[src/rtl/dds_pkg.sv]
// dds_pkg: shared definitions for the dds_nco numerically controlled oscillator.
//   wave_e         - run-time waveform select encodings (2 bits)
//   NCO_LAT        - clocks from the issuing edge to out_valid
//   mid_val/peak_val - offset-binary mid-scale and sine peak for a sample width
package dds_pkg;

  typedef enum logic [1:0] {
    WAVE_SINE   = 2'd0,
    WAVE_SQUARE = 2'd1,
    WAVE_TRI    = 2'd2,
    WAVE_SAW    = 2'd3
  } wave_e;

  localparam int NCO_LAT = 3;

  function automatic int mid_val(int data_w);
    return 1 << (data_w - 1);
  endfunction

  function automatic int peak_val(int data_w);
    return (1 << (data_w - 1)) - 1;
  endfunction

endpackage

[src/rtl/dds_nco_if.sv]
// dds_nco_if: control and sample bus of the NCO.
//   master: drives en/load/ftw_in/phase_offset/phase_clr/wave_sel, reads samples
//   slave : the NCO, drives wave_out/out_valid/sync
interface dds_nco_if #(
  parameter int PHASE_W = 16,
  parameter int DATA_W  = 8
);
  logic               en;
  logic               load;
  logic [PHASE_W-1:0] ftw_in;
  logic [PHASE_W-1:0] phase_offset;
  logic               phase_clr;
  logic [1:0]         wave_sel;
  logic [DATA_W-1:0]  wave_out;
  logic               out_valid;
  logic               sync;

  modport master (
    output en, load, ftw_in, phase_offset, phase_clr, wave_sel,
    input  wave_out, out_valid, sync
  );

  modport slave (
    input  en, load, ftw_in, phase_offset, phase_clr, wave_sel,
    output wave_out, out_valid, sync
  );
endinterface

[src/rtl/dds_quarter_rom.sv]
// dds_quarter_rom: quarter-wave sine magnitude ROM, synchronous read.
//   clk  - system clock
//   addr - LUT_AW-bit table index
//   data - ROM_W-bit magnitude, one clock after addr
// Contents are round((2^ROM_W-1)*sin(i*pi/2^(LUT_AW+1))), computed at
// elaboration; ROM_FILE is kept for parameter compatibility.
module dds_quarter_rom #(
  parameter int    LUT_AW   = 6,
  parameter int    ROM_W    = 7,
  parameter string ROM_FILE = "sine.mem"
) (
  input  logic              clk,
  input  logic [LUT_AW-1:0] addr,
  output logic [ROM_W-1:0]  data
);
  logic [ROM_W-1:0] rom [2**LUT_AW];
  logic [ROM_W-1:0] data_d;
  logic [ROM_W-1:0] data_q;

  // Taylor series is accurate far beyond 1 LSB on [0, pi/2).
  function automatic logic [ROM_W-1:0] sine_entry(int unsigned i);
    real x;
    real term;
    real sum;
    x    = real'(i) * 3.14159265358979323846 / real'(2**(LUT_AW+1));
    sum  = x;
    term = x;
    for (int unsigned k = 1; k < 12; k++) begin
      term = -term * x * x / real'((2*k) * (2*k + 1));
      sum  = sum + term;
    end
    return ROM_W'($rtoi(sum * real'(2**ROM_W - 1) + 0.5));
  endfunction

  initial begin
    for (int unsigned i = 0; i < 2**LUT_AW; i++) rom[i] = sine_entry(i);
  end

  always_comb data_d = rom[addr];

  always_ff @(posedge clk) data_q <= data_d;

  assign data = data_q;
endmodule

[src/rtl/dds_nco.sv]
// dds_nco: numerically controlled oscillator with programmable tuning word,
// phase offset and phase clear; sine/square/triangle/sawtooth output.
//   clk, rst - system clock, asynchronous active-high reset
//   bus      - dds_nco_if slave: en/load/ftw_in/phase_offset/phase_clr/wave_sel
//              in; wave_out/out_valid/sync out
// Pipeline: issue edge captures ROM address/quadrant and waveform bits (s1),
// next edge reads the ROM and forms square/tri/saw (s2), last edge registers
// the selected sample.
module dds_nco
  import dds_pkg::*;
#(
  parameter int    PHASE_W  = 16,
  parameter int    LUT_AW   = 6,
  parameter int    DATA_W   = 8,
  parameter string ROM_FILE = "sine.mem"
) (
  input  logic     clk,
  input  logic     rst,
  dds_nco_if.slave bus
);
  // Only the top TOP_W phase bits feed any waveform.
  localparam int TOP_W = (DATA_W + 1 > LUT_AW + 2) ? DATA_W + 1 : LUT_AW + 2;
  localparam logic [DATA_W-1:0] MID  = DATA_W'(mid_val(DATA_W));
  localparam logic [DATA_W-1:0] PEAK = DATA_W'(peak_val(DATA_W));

  logic [PHASE_W-1:0] acc_q, acc_d;
  logic [PHASE_W-1:0] ftw_q, ftw_d;
  logic [PHASE_W:0]   step_sum;
  logic [TOP_W-1:0]   ph_top;
  logic [LUT_AW-1:0]  idx;

  logic               s1_valid_q, s1_valid_d;
  logic               s1_sync_q, s1_sync_d;
  wave_e              s1_sel_q, s1_sel_d;
  logic               s1_neg_q, s1_neg_d;
  logic               s1_peak_q, s1_peak_d;
  logic [LUT_AW-1:0]  s1_addr_q, s1_addr_d;
  logic [DATA_W:0]    s1_u_q, s1_u_d;

  logic               s2_valid_q, s2_valid_d;
  logic               s2_sync_q, s2_sync_d;
  wave_e              s2_sel_q, s2_sel_d;
  logic               s2_neg_q, s2_neg_d;
  logic               s2_peak_q, s2_peak_d;
  logic [DATA_W-1:0]  s2_alt_q, s2_alt_d;

  logic [DATA_W-2:0]  rom_data;
  logic [DATA_W-1:0]  sine_mag;
  logic [DATA_W-1:0]  sine_val;

  logic [DATA_W-1:0]  wave_q, wave_d;
  logic               valid_q, valid_d;
  logic               sync_q, sync_d;

  dds_quarter_rom #(
    .LUT_AW   (LUT_AW),
    .ROM_W    (DATA_W - 1),
    .ROM_FILE (ROM_FILE)
  ) u_rom (
    .clk  (clk),
    .addr (s1_addr_q),
    .data (rom_data)
  );

  always_comb begin
    step_sum = {1'b0, acc_q} + {1'b0, ftw_q};
    ph_top   = TOP_W'((acc_q + bus.phase_offset) >> (PHASE_W - TOP_W));
    idx      = ph_top[TOP_W-3 -: LUT_AW];

    // phase_clr wins over the increment; the issued sample still uses acc_q.
    acc_d = acc_q;
    if (bus.en)        acc_d = step_sum[PHASE_W-1:0];
    if (bus.phase_clr) acc_d = '0;
    ftw_d = bus.load ? bus.ftw_in : ftw_q;

    s1_valid_d = bus.en;
    s1_sync_d  = step_sum[PHASE_W];
    s1_sel_d   = wave_e'(bus.wave_sel);
    s1_neg_d   = ph_top[TOP_W-1];
    // Odd quadrants mirror the table; index 0 there is the peak, which the
    // table does not hold.
    s1_peak_d  = ph_top[TOP_W-2] && (idx == '0);
    s1_addr_d  = ph_top[TOP_W-2] ? ('0 - idx) : idx;
    s1_u_d     = ph_top[TOP_W-1 -: DATA_W+1];

    s2_valid_d = s1_valid_q;
    s2_sync_d  = s1_sync_q;
    s2_sel_d   = s1_sel_q;
    s2_neg_d   = s1_neg_q;
    s2_peak_d  = s1_peak_q;
    unique case (s1_sel_q)
      WAVE_SQUARE: s2_alt_d = {DATA_W{~s1_u_q[DATA_W]}};
      WAVE_TRI:    s2_alt_d = s1_u_q[DATA_W] ? ~s1_u_q[DATA_W-1:0] : s1_u_q[DATA_W-1:0];
      default:     s2_alt_d = s1_u_q[DATA_W:1];
    endcase

    sine_mag = s2_peak_q ? PEAK : {1'b0, rom_data};
    sine_val = s2_neg_q ? (MID - sine_mag) : (MID + sine_mag);

    wave_d = wave_q;
    if (s2_valid_q) wave_d = (s2_sel_q == WAVE_SINE) ? sine_val : s2_alt_q;
    valid_d = s2_valid_q;
    sync_d  = s2_valid_q & s2_sync_q;
  end

  always_ff @(posedge clk or posedge rst) begin
    if (rst) begin
      acc_q      <= '0;
      ftw_q      <= '0;
      s1_valid_q <= 1'b0;
      s1_sync_q  <= 1'b0;
      s1_sel_q   <= WAVE_SINE;
      s1_neg_q   <= 1'b0;
      s1_peak_q  <= 1'b0;
      s1_addr_q  <= '0;
      s1_u_q     <= '0;
      s2_valid_q <= 1'b0;
      s2_sync_q  <= 1'b0;
      s2_sel_q   <= WAVE_SINE;
      s2_neg_q   <= 1'b0;
      s2_peak_q  <= 1'b0;
      s2_alt_q   <= '0;
      wave_q     <= MID;
      valid_q    <= 1'b0;
      sync_q     <= 1'b0;
    end else begin
      acc_q      <= acc_d;
      ftw_q      <= ftw_d;
      s1_valid_q <= s1_valid_d;
      s1_sync_q  <= s1_sync_d;
      s1_sel_q   <= s1_sel_d;
      s1_neg_q   <= s1_neg_d;
      s1_peak_q  <= s1_peak_d;
      s1_addr_q  <= s1_addr_d;
      s1_u_q     <= s1_u_d;
      s2_valid_q <= s2_valid_d;
      s2_sync_q  <= s2_sync_d;
      s2_sel_q   <= s2_sel_d;
      s2_neg_q   <= s2_neg_d;
      s2_peak_q  <= s2_peak_d;
      s2_alt_q   <= s2_alt_d;
      wave_q     <= wave_d;
      valid_q    <= valid_d;
      sync_q     <= sync_d;
    end
  end

  assign bus.wave_out  = wave_q;
  assign bus.out_valid = valid_q;
  assign bus.sync      = sync_q;
endmodule

[src/flat_wrapper.sv]
// flat-port wrapper written by rule: the top's interface ports become plain ports
module dds_nco_flat import dds_pkg::*;
#(
  parameter int    PHASE_W  = 16,
  parameter int    LUT_AW   = 6,
  parameter int    DATA_W   = 8,
  parameter string ROM_FILE = "        "
)
  (clk, rst, bus_en, bus_load, bus_ftw_in, bus_phase_offset, bus_phase_clr, bus_wave_sel, bus_wave_out, bus_out_valid, bus_sync);
  dds_nco_if #(.PHASE_W(PHASE_W), .DATA_W(DATA_W)) bus_i ();
  input  logic clk;
  input  logic rst;
  input wire logic [$bits(bus_i.en)-1:0] bus_en;
  input wire logic [$bits(bus_i.load)-1:0] bus_load;
  input wire logic [$bits(bus_i.ftw_in)-1:0] bus_ftw_in;
  input wire logic [$bits(bus_i.phase_offset)-1:0] bus_phase_offset;
  input wire logic [$bits(bus_i.phase_clr)-1:0] bus_phase_clr;
  input wire logic [$bits(bus_i.wave_sel)-1:0] bus_wave_sel;
  output wire logic [$bits(bus_i.wave_out)-1:0] bus_wave_out;
  output wire logic [$bits(bus_i.out_valid)-1:0] bus_out_valid;
  output wire logic [$bits(bus_i.sync)-1:0] bus_sync;
  assign bus_i.en = bus_en;
  assign bus_i.load = bus_load;
  assign bus_i.ftw_in = bus_ftw_in;
  assign bus_i.phase_offset = bus_phase_offset;
  assign bus_i.phase_clr = bus_phase_clr;
  assign bus_i.wave_sel = bus_wave_sel;
  assign bus_wave_out = bus_i.wave_out;
  assign bus_out_valid = bus_i.out_valid;
  assign bus_sync = bus_i.sync;
  dds_nco #(.PHASE_W(PHASE_W), .LUT_AW(LUT_AW), .DATA_W(DATA_W), .ROM_FILE(ROM_FILE)) u_core (.clk(clk), .rst(rst), .bus(bus_i));
endmodule
[config.mk]
export PLATFORM = sky130hd
export DESIGN_NAME = dds_nco_flat
export DESIGN_NICKNAME = d
export VERILOG_FILES = /design/src/rtl/dds_pkg.sv /design/src/rtl/dds_nco_if.sv /design/src/rtl/dds_quarter_rom.sv /design/src/rtl/dds_nco.sv /design/src/flat_wrapper.sv
export SDC_FILE = /design/constraint.sdc
export NUM_CORES = 1
export LEC_CHECK = 0
export CAP_MARGIN = 15
export CORE_UTILIZATION = 50
export CTS_BUF_LIST = sky130_fd_sc_hd__clkbuf_16
export DETAILED_ROUTE_END_ITERATION = 16
export HOLD_SLACK_MARGIN = 0.06
export PLACE_DENSITY = 0.74
export SLEW_MARGIN = 25
export SYNTH_ARGS = -nofsm -noshare
export SYNTH_HDL_FRONTEND = slang
export SYNTH_SLANG_ARGS = --single-unit
[constraint.sdc]
create_clock -name clk -period 2.39 [get_ports clk]
set_input_delay 0.478 -clock clk [delete_from_list [all_inputs] [get_ports clk]]
set_output_delay 0.478 -clock clk [all_outputs]
set_load 0.02 [all_outputs]
Word-level counts from Yosys, hierarchy flattened
Memories as Yosys holds them, arrays and structs flattened. A register that Yosys moved wholly into a read port is not among the register bits. Cells that the tools add are included.

Multiplexer cells: 8. Equality and inequality tests: 2. Add/subtract/negate cells: 5. Reduce and logical (&&, ||, !) cells: 4. Bitwise logic cells: 3.

Operators by type and width (number): $mux W16 (2); $mux W8 (3); $add A16 B16 Y17 (1); $add A16 B16 Y16 (1); $pmux W8 S2 (1); $add A8 B8 Y8 const A (1); $not A8 Y8 (1); $sub A8 B8 Y8 const A (1); $mux W7 (1); $logic_not A6 Y1 (1); $mux W6 (1); $sub A1 B6 Y6 const A (1); $eq A2 B1 Y1 const B (1); $eq A2 B2 Y1 const B (1); $logic_not A2 Y1 (1); $reduce_bool A2 Y1 (1); $and A1 B1 Y1 (1); $logic_and A1 B1 Y1 (1); $not A1 Y1 (1).

Flip-flop bits (word level): 77. ROM bits: 448. Memories: 1. Input port bits: 39.

Memory list: u_core.u_rom.rom (words 64, width 7, rd ports 1, clocked after Yosys merged registers in 1, wr ports 0, line dds_quarter_rom.sv:16) `logic [ROM_W-1:0] rom [2**LUT_AW];`.

Longest topological paths before layout
Gate-level depths: netlist (run 1).

Word-level depth: 4. Depth in mapped cells: 11. Gate-level depth less buffers: 11.

By module
From an unflattened synthesis (run 1), not the netlist that was laid out.

Cell total of the unflattened synthesis: 514. Area total of the unflattened synthesis: 5128.7 µm².

Modules (own cells, without submodules): dds_nco (cells each 411, area an instance 4316.6 µm², times used 1); dds_quarter_rom (cells each 103, area an instance 812.0 µm², times used 1).

Worst setup path after synthesis (run 1)
OpenSTA, ideal clock, no wires.

Path type: reg2reg. Start point: reg u_core.acc_q[0]. End point: reg u_core.acc_q[14]. Cell stages (with the launch flop): 10. Setup slack: 0.111 ns. Buffers on the path: 0. Arrival: 2.155 ns. Data required time: 2.266 ns. Library setup time: 0.124 ns. Period minus slack after synthesis: 2.279 ns. Cell sequence: dfrtp_1 ha_1 fa_1 a211oi_1 o21bai_1 a21oi_2 o31ai_2 a31oi_1 nor4b_1 a211o_1.

Word-level cells in the longest chain between the ends: 3.

Ends and longest elaborated chain: from (decl) (line dds_nco.sv:26) `logic [PHASE_W-1:0] acc_q, acc_d;`; from (signal assigned) (line dds_nco.sv:108) `acc_q <= '0;`; from (signal assigned) (line dds_nco.sv:127) `acc_q <= acc_d;`; $add A16 B16 Y17 (line dds_nco.sv:66) `step_sum = {1'b0, acc_q} + {1'b0, ftw_q};`; $mux W16 (line dds_nco.sv:72) `if (bus.en) acc_d = step_sum[PHASE_W-1:0];`; $mux W16 (line dds_nco.sv:73) `if (bus.phase_clr) acc_d = '0;`.

Every way passes these cells. The select of a mux whose other input is x is not followed. A chain may end at the register's enable or synchronous reset.

Worst setup path in the final report (run 1)
Start point: in bus_phase_offset[4]. End point: reg u_core.s1_addr_q[5].

Word-level cells in the longest chain between the ends: 3.

Ends and longest elaborated chain: from (decl) (line flat_wrapper.sv:16) `input wire logic [$bits(bus_i.phase_offset)-1:0] bus_phase_offset;`; $add A16 B16 Y16 (*) (line dds_nco.sv:67) `ph_top = TOP_W'((acc_q + bus.phase_offset) >> (PHASE_W - TOP_W));`; $sub A1 B6 Y6 (line dds_nco.sv:83) `s1_addr_d = ph_top[TOP_W-2] ? ('0 - idx) : idx;`; $mux W6 (*) (line dds_nco.sv:83); named net u_core.s1_addr_d[5] (line dds_nco.sv:37) `logic [LUT_AW-1:0] s1_addr_q, s1_addr_d;`; to (signal assigned) (line dds_nco.sv:134) `s1_addr_q <= s1_addr_d;`; to (decl) (line dds_nco.sv:37).

Mark *: on every way through the listed nets, which the timed path passes. The rest lies on a longest branch.

==> results of run 1 <==
registers in the layout, indices dropped and copies added, names as in the netlist, 2 cells and up:
signal and count:
u_core.acc_q 16, u_core.ftw_q 16, u_core.bus.wave_out 8, u_core.s2_alt_q 8, u_core.s1_u_q 7, u_core.u_rom.data 7, u_core.s1_addr_q 6, u_core.s1_sel_q 2
u_core.s2_sel_q 2
cell families after synthesis:
kind of cell	Yosys count
fa+ha+maj	42
compound gates	160
xor+xnor	26
flops	82
mux	38
simple gates	147
buf+inv	44
cells in the final DEF, fill, tap and decap left out, drive strengths merged, types with 4 or more instances in the layout:
cell type      synthesis  final
dfrtp                 74     74
a21oi                 61     61
nor2                  56     56
buf                    5     50
clkdlybuf4s50          0     42
ha                    41     41
nand2                 40     40
o21ai                 33     33
mux2                  25     25
inv                   19     19
xnor2                 17     17
nor3                  13     13
mux2i                 12     12
a211oi                10     10
clkbuf                20      9
xor2                   9      9
o22ai                  8      8
a21o                   8      8
nand2b                 7      7
dfxtp                  7      7
nor2b                  6      6
a31oi                  6      6
o211ai                 6      6
dlymetal6s2s           0      6
nand3                  4      4
nand4                  4      4
area by class of cell:
type / instances / area (um2)
tap: 133 / 166.4
clock buffer: 9 / 225.2
timing repair buffer: 98 / 895.9
fill: 771 / 3182
sequential: 82 / 2022
inverter: 19 / 71.32
multi-input combinational: 413 / 3187
clock inverter: 7 / 70.07
worst reg2reg max path: cells and delay by family, from the launching register on:
| kind | cells | cell delay (ns) |
|---|---|---|
| AOI/OAI and AO/OA | 5 | 0.91 |
| xor gates and xnor gates | 1 | 0.11 |
| adders and majority gates | 1 | 0.28 |
| DFF | 1 | 0.46 |
| buffers and inverters | 1 | 0.14 |
| and+or+nand+nor | 1 | 0.30 |
stage by stage:
| step | worst slack, ns | power [uW] | hold WS, ns | instance area (um2) | instances |
|---|---|---|---|---|---|
| after floorplan | 0.003680 | 4518 | 0.3312 | 5095 | 539 |
| after global placement | -0.3673 | 5410 | 0.3342 | 6018 | 741 |
| after detailed placement | -0.4619 | 5541 | 0.3347 | 6018 | 741 |
| after CTS | 0.002996 | 7017 | 0.3478 | 6421 | 758 |
| after global routing | -0.1455 | 7777 | 0.3653 | 6638 | 761 |
| final | 0.02982 | 7236 | 0.3461 | 6638 | 761 |
repair_timing:
action / CTS / global route
gates resized for setup: 17 / 38
endpoints found under the setup margin: 8 / 13
pin swaps: 14 / 15
endpoints found under the hold margin: 0 / 0
setup buffers: 1 / 3
cells in the mapped netlist (3+ instances only):
cell and instances:
a211oi_1 10, a21o_1 7, a21oi_1 59, a22o_1 3, a31oi_1 6, and2_1 3, buf_1 5, clkbuf_1 20
dfrtp_1 74, dfxtp_1 7, ha_1 41, inv_1 18, mux2_2 25, mux2i_1 12, nand2_1 40, nand2b_1 7
nand3_1 4, nand4_1 4, nor2_1 56, nor2b_1 6, nor3_1 12, o211ai_1 6, o21ai_0 27, o21ai_1 4
o21bai_1 3, o221ai_1 3, o22ai_1 8, xnor2_1 16, xor2_1 8
per-layer routing:
metal | global-route usage (%) | vias up
met4 | 5.417 | 0
met5 | 0 | -
met2 | 40.72 | 108
met1 | 26.09 | 2050
li1 | - | 2111
met3 | 5.492 | 25
power groups by stage:
stage	clock network, uW	registers, uW	logic, uW
after floorplan	0	2110	2410
after global placement	0	2230	3180
after detailed placement	0	2240	3300
after CTS	1370	2220	3420
after global routing	1420	2320	4040
final	1350	2250	3640
final timing paths:
kind	end	cells past startpoint	slack [ns]	from
hold / removal	u_core.s2_peak_q	0	0.35	u_core.s1_peak_q
hold reg to reg	u_core.s2_peak_q	0	0.35	u_core.s1_peak_q
setup / recovery	u_core.s1_addr_q[5]	10	0.03	bus_phase_offset[4]
max in group asynchronous	u_core.acc_q[1]	3	1.36	rst
min in group asynchronous	u_core.bus.wave_out[6]	2	0.50	rst
setup reg to reg	u_core.s1_addr_q[5]	9	0.07	u_core.acc_q[5]
==> flow_summary.yaml, run 1 <==
yosys:
  ys_seq_elements: 82
  synth_flop_cell: "dfrtp_1"
  synth_area_leaders: "dfrtp_1 (36%), ha_1 (10%), a21oi_1 (5.8%), mux2_2 (5.5%), nor2_1 (4.1%)"
  synth_nets: 620
  synth_compound_area_share_pct: 20.09
  synth_area_per_cell_um2: 9.452
  synth_fa_ha_area_share_pct: 10.46
  synth_edf_count: 0
  ys_seq_area_share_pct: 39.61
  async_flop_share_pct: 91.46
  synth_top_family_by_area: "compound AO/OA/AOI/OAI gates"
  ys_warn_count: 0
  synth_area_leader_cell: "dfrtp_1"
  synth_cell_types: 65
  yosys-mux-area-fraction_pct: 8.325
  synthXorXnorAreaFrac_pct: 4.764
  synth_top_area_share_pct: 36.35
  netlist_instances: 539
  synthSimpleGateAreaFrac_pct: 13.51
  netlist_area_um2: 5095
routing:
  dr.pass1.iters: 4
  detail-route-antenna-nets: 0
  top_layer_used: "met4"
  wirelength_um: 11360
  post_drt_wl_per_cell_um: 14.93
  route.met3.wl_um: 427
  wl_met1_um: 4626
  viasPerCell: 5.643
  vias: 4294
  drc: 0
  dr_wl_met2_um: 6074
  drtIter0Drc: 172
timing:
  skew_ns: 0.006112
  fmax_mhz: 423.7
  finalHoldViolCount: 0
  fin_tns_setup_ns: 0
  finalSetupViolations: 0
  rsz0062_at_grt: "yes"
  fin_crit_sh_pct: 98.75
  fin_crit_ns: 2.360
  tightestPinTransition_ns: 0.5320
  drv_slew: 0
  maxSlewHeadroom_pct: 63.62
global_routing:
  grt_remaining_overflow: 0
  grt_pass1_vias: 4089
  grt_usage_pct: 22.25
  antenna_found_initial: 0
  grt_max_degree: 27
  grt_pass1_wl_um: 18290
power:
  clock_power_share_pct: 18.6
  netSwitchingFraction_pct: 39.56
  p_int_uw: 4373
  ir_drop_mv: 0.6357
  powerDensity_nw_per_um2: 1090
  power.switching_uw: 2863
  combPwrFrac_pct: 50.3
  power.share.sequential_pct: 31.1
  leakage_uw: 0.002933
clocking:
  worstSkewPairLatency_ns: 0.34
  clockRootBuffer: "clkbuf_16"
  cts_tree: "built"
  cts_hold_buf: 0
  path_clk_slew_ns: 0.06
  clock_path_buffers: 2
  htreeDepth: 3
  cts.sinks: 82
  cts_buffers: 9
worst_setup_path:
  crit_family: "compound AO/OA/AOI/OAI gates"
  path_max_fanout: 4
  worstPathArrival_ns: 2.57
  cp_data_required_time_ns: 2.60
  cp_slowest_stage_delay_ns: 0.46
  critical_path_class: "primary input to register"
  critPathLaunchType: "primary input"
  cp_slowest_cell: "clkdlybuf4s50_1"
  path_cells: "clkdlybuf4s50_1 -> ha_4 -> a21oi_2 -> o21ai_2 -> a21o_4 -> buf_4 -> nor4_1 -> a211oi_1 -> o41ai_2 -> xnor2_1"
  cp-end-kind: "register"
  crit_buf_inv: 2
outcome:
  status: "finished, final reports clean"
layout:
  fin_util_pct: 67.60
  area_delta_synth_final_pct: 30.28
  n_antenna_cell: 0
  drive_gt1_share_pct: 23.57
  nNetsFinal: 704
die:
  die_x_um: 102.9
  io_pins: 49
  core_area_um2: 9819
  die-area_um2: 10600
  floorplan.initialDensity_pct: 51.89
  fp.dieH_um: 102.9
  rows: 36
flow_run:
  drv_cap: 0
placed_design:
  hpwl_um: 8130
  port_buffers: 48
  place_congestion: 0.8825
worst_hold_path:
  hold_class: "register to register"
(Power assumes the default switching activity.)
==> inputs of run 2 (changes only) <==
Settings changed: CTS_CLUSTER_SIZE from default to 40.
==> results of run 2 <==
Same layout as run 1: the final DEF is identical, and so are final timing and power.
==> edit: new RTL, settings of run 1 <==
`DATA_W` is set to 8 in 3 places; all go to 10.
--- a/src/rtl/dds_nco_if.sv
+++ b/src/rtl/dds_nco_if.sv
@@ -4,5 +4,5 @@
 interface dds_nco_if #(
   parameter int PHASE_W = 16,
-  parameter int DATA_W  = 8
+  parameter int DATA_W  = 10
 );
   logic               en;
--- a/src/rtl/dds_nco.sv
+++ b/src/rtl/dds_nco.sv
@@ -12,5 +12,5 @@
   parameter int    PHASE_W  = 16,
   parameter int    LUT_AW   = 6,
-  parameter int    DATA_W   = 8,
+  parameter int    DATA_W   = 10,
   parameter string ROM_FILE = "sine.mem"
 ) (
--- a/src/flat_wrapper.sv
+++ b/src/flat_wrapper.sv
@@ -4,5 +4,5 @@
   parameter int    PHASE_W  = 16,
   parameter int    LUT_AW   = 6,
-  parameter int    DATA_W   = 8,
+  parameter int    DATA_W   = 10,
   parameter string ROM_FILE = "        "
 )
Interface: changed (resized bus_wave_out); port bits go from 49 to 51. The function was not compared with the original's and may differ.
==> edit against run 1 <==
  * Non-clock buffer count increased by 16
  * Total power increased by 8.6%
  * Via count increased by 5.9%
  * Largest cell class unchanged
  * Setup slack improved by 0.015 ns
  * Wire length increased by 4.9%
  * Global-route usage about the same
  * Cell area increased by 5.8%
  * Sequential cell count increased by 8
  * Critical endpoint is now u_core.s1_peak_q
  * Sequential power increased by 9.8%
  * Area after synthesis increased by 7.8%
  * Register-to-register slack got worse by 0.03 ns
  * Highest routed layer unchanged
  * Clock skew increased by 0.0049 ns
  * Critical path type is now flop to flop
  * Clock power increased by 4%
==> edit: results (changes against run 1) <==
- Pin count of the biggest net entering global routing: 29 (+7.4%)
- Layout Skew: 0.0110 ns (+0.00486 ns)
- Sequential cell area fraction in the yosys report: 0.402 (+0.00602)
- GRT Total Usage: 0.222 (-0.000466)
- Worst stage delay on the critical path: 0.42 ns (-0.04 ns)
- DRT Pass-1 Iters: 5 (+1)
- Mapped Nets: 639 (+3.1%)
- Port Buf Inserts: 50 (+4.2%)
- Number of sequential cells: 90 (+9.8%)
- Status: completed
- Worst Tran Pin Value: 0.655 ns (+0.123 ns)
- Met3 WL: 518 um (+21%)
- Clk cell area share: 0.0433 (-0.00119)
- DR iter-0 viols: 160 (-7.0%)
- Setup repair bufs after CTS: 7 (+6)
- Post-synthesis xor/xnor area fraction: 0.0554 (+0.00772)
- Adder-cell share of the synthesized area: 0.104 (-0.000721)
- Register area: 0.00221 mm^2 (+9.2%)
- Critical path origin: u_core.acc_q[3]
- Wire length on met2: 6200 um (+2.1%)
- Sw Pwr: 3140 uW (+9.6%)
- Post-CTS resize count: 21 (+4)
- Worst VDD drop: 0.544 mV (-14%)
- Tot Pwr: 7860 uW (+8.6%)
- Vias in the first global route: 4,441 (+8.6%)
- P_leak: 0.00318 uW (+8.6%)
[edit: per-stage QoR]
step                      utilization  setup TNS (ns)  area (um^2)  setup WS [ns]  cells
after detailed placement        0.615           -4.87         6470         -0.635    765
final                           0.668               0         7020         0.0450    793
after global placement          0.615           -3.98         6470         -0.527    765
after floorplan                     -               0         5500         0.0166    555
after global routing            0.668          -0.299         7020        -0.0688    793
after CTS                       0.658               0         6910         0.0256    788
[edit: worst min path at each step]
stage,slack (ns),startpoint,cells past startpoint,to
floorplan,0.33,u_core.s1_peak_q,0,u_core.s2_peak_q
global placement,0.34,u_core.s1_valid_q,0,u_core.s2_valid_q
detailed placement,0.34,u_core.s1_valid_q,0,u_core.s2_valid_q
CTS,0.35,u_core.s1_valid_q,0,u_core.s2_valid_q
global route,0.36,u_core.s1_valid_q,0,u_core.s2_valid_q
finish,0.35,u_core.s1_valid_q,0,u_core.s2_valid_q
